## config.mk

```make
export PLATFORM = sky130hd
export DESIGN_NAME = fetch_stage
export DESIGN_NICKNAME = d
export VERILOG_FILES = /design/src/rtl/fetch_stage.sv
export SDC_FILE = /design/constraint.sdc
export NUM_CORES = 1
export LEC_CHECK = 0
export ABC_AREA = 1
export CORE_MARGIN = 3
export CORE_UTILIZATION = 35
export CTS_CLUSTER_DIAMETER = 150
export CTS_CLUSTER_SIZE = 24
export DETAILED_ROUTE_END_ITERATION = 6
export HOLD_SLACK_MARGIN = 0.15
export PLACE_DENSITY_LB_ADDON = 0.1
export SYNTH_ARGS = -nofsm -noshare
export SYNTH_HDL_FRONTEND = slang
export SYNTH_SLANG_ARGS = --single-unit
export TNS_END_PERCENT = 30
```

## constraint.sdc

```tcl
create_clock -name clk -period 4.43 [get_ports clk]
set_input_delay 1.329 -clock clk [delete_from_list [all_inputs] [get_ports clk]]
set_output_delay 1.329 -clock clk [all_outputs]
set_load 0.005 [all_outputs]
```

## src/rtl/fetch_stage.sv

```systemverilog
// fetch_stage
// Instruction fetch stage: owns the program counter, presents it to
// instruction memory combinationally and captures the returned word into the
// IF/ID pipeline register for decode.
//
// Parameters
//   RESET_PC    PC value loaded on reset
//   IMEM_WORDS  number of valid instruction words (bytes 0 .. IMEM_WORDS*4-1)
//
// Ports
//   clk             sole clock, rising edge
//   reset           synchronous active-high reset
//   stall           hold PC and IF/ID this cycle
//   redirect        taken branch / jump this cycle (beats stall)
//   redirect_target byte address of the branch / jump target
//   instruction     word read combinationally from memory at address
//   address         current PC
//   if_id_instr     registered instruction for decode
//   if_id_pc_plus4  registered PC+4 of if_id_instr
//   if_id_valid     if_id_instr holds a real instruction (not a bubble)
//   fetch_count     number of valid instructions loaded into IF/ID
//   fault           sticky: a fetch was attempted outside the valid range
module fetch_stage #(
  parameter logic [31:0] RESET_PC   = 32'h0000_0000,
  parameter int          IMEM_WORDS = 128
) (
  input  logic        clk,
  input  logic        reset,
  input  logic        stall,
  input  logic        redirect,
  input  logic [31:0] redirect_target,
  input  logic [31:0] instruction,
  output logic [31:0] address,
  output logic [31:0] if_id_instr,
  output logic [31:0] if_id_pc_plus4,
  output logic        if_id_valid,
  output logic [31:0] fetch_count,
  output logic        fault
);

  // The byte limit is held in 33 bits so a memory covering the whole 4 GiB
  // space cannot wrap the comparison.
  localparam logic [32:0] IMEM_BYTES = 33'(IMEM_WORDS) << 2;

  logic [31:0] pc;
  logic [31:0] pc_plus4;
  logic        in_range;

  assign address  = pc;
  assign pc_plus4 = pc + 32'd4;
  assign in_range = ({1'b0, pc} < IMEM_BYTES);

  // Priority: reset > redirect > stall > out-of-range > normal fetch.
  // Redirect and out-of-range both insert a bubble; only an out-of-range
  // fetch freezes the PC and raises the sticky fault.
  always_ff @(posedge clk) begin
    if (reset) begin
      pc             <= {RESET_PC[31:2], 2'b00};
      if_id_instr    <= 32'd0;
      if_id_pc_plus4 <= 32'd0;
      if_id_valid    <= 1'b0;
      fetch_count    <= 32'd0;
      fault          <= 1'b0;
    end else if (redirect) begin
      pc             <= {redirect_target[31:2], 2'b00};
      if_id_instr    <= 32'd0;
      if_id_pc_plus4 <= 32'd0;
      if_id_valid    <= 1'b0;
    end else if (stall) begin
      pc             <= pc;
    end else if (!in_range) begin
      if_id_instr    <= 32'd0;
      if_id_pc_plus4 <= 32'd0;
      if_id_valid    <= 1'b0;
      fault          <= 1'b1;
    end else begin
      pc             <= pc_plus4;
      if_id_instr    <= instruction;
      if_id_pc_plus4 <= pc_plus4;
      if_id_valid    <= 1'b1;
      fetch_count    <= fetch_count + 32'd1;
    end
  end

endmodule

```

==> impl_summary.md <==
Pwr
In this run the power spent charging and discharging nets is between 0.0006 and 0.0007 W. The internal portion of the total power is roughly 0.002 W. Dividing total power by cell area gives a power density of approximately 330 nW/um^2. In this run switching power makes up roughly a quarter of total power. The worst-case IR drop observed on VDD is around 0.25 mV. Per report_power, the sequential group accounts for between 40% and 50% of the total. The leakage power figure is about 2.8 nW. Combinational cells account for under 10% of the total power. The clock network accounts for approximately half of the total power.

STA
The clock tree skew after final layout is between 0.009 and 0.01 ns. The tightest hold margin is around 0.44 ns. The max-slew violation total from the final report is 0. Setup repair after global routing left no endpoint under its margin. The post-route setup TNS is 0 ns. The final number of hold-violating endpoints is 0.

Derived from the worst setup path, the maximum achievable clock frequency is between 300 and 400 MHz. The number of endpoints failing setup at the final stage is 0. The relative slew slack is a little under half. The smallest clock period supported by the final layout is computed as roughly 2.8 ns. For the pin with the worst max-slew slack, the measured transition is ~0.81 ns.

The worst path uses 63.38% of the clock period.

Logic synthesis
The area share of the largest cell type after synthesis is between 40% and 50%. Counting instances in the post-synthesis netlist gives the leading cell types as nand2_1 (304), dfxtp_1 (126), nor2_1 (98), a21oi_1 (89), nand3_1 (63). The most used flip-flop cell after synthesis is dfxtp_1.

The largest total area in the synthesized netlist belongs to dfxtp_1. The sequential cell area fraction in the yosys report is between 40% and 50%. After synthesis, the share of flip-flops with an asynchronous set or reset is 0%. By area the synthesized netlist is led by dfxtp_1 (45%), nand2_1 (20%), a21oi_1 (7.9%). In this run the mean area of a mapped cell was between 6 and 7 um^2. Yosys instantiated no cell more often than nand2_1. The count of unique library cells instantiated by Yosys is 24.

The mapped netlist covers roughly 5600 um^2. The synthesized design contains 0 enable-type register cells. Synthesis produced a netlist whose cell count is just over 800. The flop and latch count out of synthesis is about 130. The count of yosys warnings during synthesis is 0.

CTS
The number of sinks handled by clock tree synthesis is approximately 130. TritonCTS created 17 clock buffers. The clock tree synthesis step divided the H-tree into 4 levels. The clock tree from TritonCTS is done. Gates resized during post-CTS repair numbered 0. The number of setup buffers added after CTS is 0. The later pin in the worst-skew pair is clocked with a latency of ~0.42 ns.

Buffers inserted to repair hold after CTS numbered 0. The cell sitting at the root of the clock tree is a clkbuf_16. Clock-pin slew was measured on the worst setup and hold paths at 0.07 ns. The maximum clock insertion buffer count is 2.

Worst hold path
The worst hold path terminates at if_id_pc_plus4[19]. The worst hold path passes through 2 cells. In this run the most critical hold path is launched from if_id_pc_plus4[19].

In this run the worst hold path is classified as reg -> reg.

Floorplan
The number of primary I/O pins is between 150 and 200. The floorplan step set the die height to 132.6 um. The die width is 132.6 um. The floorplan has 45 rows. The floorplan step defined a die boundary enclosing 17570 um^2.

The initial utilization of the core area, before any placement, comes to 36.34%. The placeable core region is around 15000 um^2.

Global route
Global routing used between 10% and 20% of the available tracks across all layers. Entering global routing, the biggest net connects 65 pins. The number of antenna violations at the first check in global routing is 1. The first global-routing pass estimated between 20 and 30 mm of wire. The number of global-route vias before repair is around 5.1k. The total congestion overflow after global routing is 0.

Detailed routing
The overall routed net length is between 15 and 20 mm. The violation count after the first detailed-route iteration is approximately 310. For this run, design rule violations remaining after detail routing come to 0. The vias after detailed routing is between 5k and 6k. The post-detailed-route count of antenna-violating nets is 0.

The detailed-routing iteration count for the pre-antenna-repair pass is 4. Dividing the detail-routed wire length by the instance count gives 13.64 um. The ratio of routed vias to standard cells is roughly 4.6.

Placement
Summed over all nets, the half-perimeter wirelength after detailed placement is roughly 11 mm. The congestion estimate from routability-driven global placement came to between 0.8 and 0.9. The count of input and output buffers is 191.

Final layout
The layout overhead on the synthesized area is 46.04%. The post-route core utilization is roughly 53%. The number of inserted diodes is 0. In the final layout, the share of cells above drive strength 1 is under 10%. The number of inserted filler cells in the final layout is 1565. The post-layout net count is between 1k and 1.5k.

Critical path
STA classifies the critical path startpoint as an input port. In this run the critical register-to-register path is launched from address[12]. The maximum fanout along the worst path is 63. The endpoint identified for the worst register-to-register timing path is if_id_instr[16]. The worst setup path is captured at a flip-flop.

The arrival time at the worst endpoint is between 3 and 4 ns. The depth of the worst register-to-register path is 8. By startpoint and endpoint, the worst setup path is classified as in -> reg. For flop-to-flop paths, the worst setup slack is 2.39 ns. The data required time at the worst endpoint is 4.70 ns.

Outcome
The flow ran to the end, and the final reports show no timing, DRC or antenna violations.

Run
The max capacitance violation total is 0.
worst max path at each step:
stage / start / to / slack [ns] / cells past startpoint
4_1_cts: redirect / if_id_pc_plus4[4] / 1.60 / 6
6_report: redirect / if_id_pc_plus4[4] / 1.62 / 6
3_5_place_dp: redirect / if_id_pc_plus4[4] / 1.15 / 6
2_1_floorplan: redirect / address[22] / 2.12 / 6
3_3_place_gp: redirect / if_id_pc_plus4[4] / 1.14 / 6
5_1_grt: redirect / if_id_pc_plus4[4] / 1.50 / 6
metrics by stage:
| step | power [W] | cells | setup WS (ns) | instance area, um^2 |
|---|---|---|---|---|
| after floorplan | 0.001277 | 822 | 2.122 | 5618 |
| after global placement | 0.001390 | 1187 | 1.139 | 7622 |
| after detailed placement | 0.001389 | 1187 | 1.154 | 7622 |
| after CTS | 0.002730 | 1219 | 1.599 | 8188 |
| final | 0.002691 | 1219 | 1.622 | 8188 |
| after global routing | 0.002798 | 1219 | 1.502 | 8188 |
state kept, by name, indices dropped and copies added, names as in the netlist:
| name | count |
|---|---|
| fetch_count | 32 |
| if_id_instr | 32 |
| address | 30 |
| if_id_pc_plus4 | 30 |
| fault | 1 |
| if_id_valid | 1 |
layer usage:
metal  GRT usage [%]  vias up  part of all wire [%]
li1                -     2946                     -
met1           24.99     2436                    48
met2           28.08      167                    44
met3           6.122       15                   7.3
met4           5.543        2                  0.97
met5               0        -                 0.078
layout make-up:
cell class	instances	area, um^2	area share, %
clock buffer	17	425.4	5.196
clock inverter	15	140.1	1.711
inverter	34	127.6	1.559
multi-input combinational	617	2746	33.54
sequential	126	2522	30.81
tap	211	264.0	3.224
timing repair buffer	199	1962	23.96
kinds of logic (layout without fill, tap and decap cells):
| group | Yosys count | in the layout | synth area share, % |
|---|---|---|---|
| AOI/OAI and AO/OA | 107 | 107 | 10.24 |
| xor gates and xnor gates | 14 | 14 | 2.187 |
| adders and majority gates | 2 | 2 | 0.4463 |
| buffers and inverters | 79 | 265 | 6.271 |
| DFF | 126 | 126 | 44.99 |
| other | 1 | 4 | 0.06689 |
| and+or+nand+nor | 490 | 490 | 35.80 |
placed cells by master, fill, tap and decap left out, types with 6 or more instances in the layout:
| cell | netlist | final |
|---|---|---|
| nand2_1 | 304 | 303 |
| clkdlybuf4s50_1 | 0 | 189 |
| dfxtp_1 | 126 | 126 |
| nor2_1 | 98 | 98 |
| a21oi_1 | 89 | 89 |
| nand3_1 | 63 | 63 |
| inv_1 | 34 | 34 |
| clkbuf_16 | 0 | 17 |
| xor2_1 | 11 | 11 |
| nand2_2 | 10 | 11 |
| a21oi_2 | 10 | 10 |
| inv_6 | 0 | 8 |
| buf_4 | 7 | 8 |
| o21ai_0 | 7 | 7 |
| nand4_1 | 6 | 6 |
power by group through the flow:
stage               Sequential (W)  Clock [W]  Combinational (W)
finish                     0.00116    0.00133           0.000199
global route               0.00117    0.00141           0.000218
CTS                        0.00116    0.00136           0.000201
detailed placement         0.00119          0           0.000200
global placement           0.00119          0           0.000201
floorplan                  0.00119          0          0.0000884
critical path: stages:
cell	delay [ns]
clkdlybuf4s50_1	0.48
buf_4	0.34
inv_1	0.11
nand2_2	0.07
buf_4	0.55
o22ai_1	0.18
No activity file was read; power rests on OpenSTA's default activity.
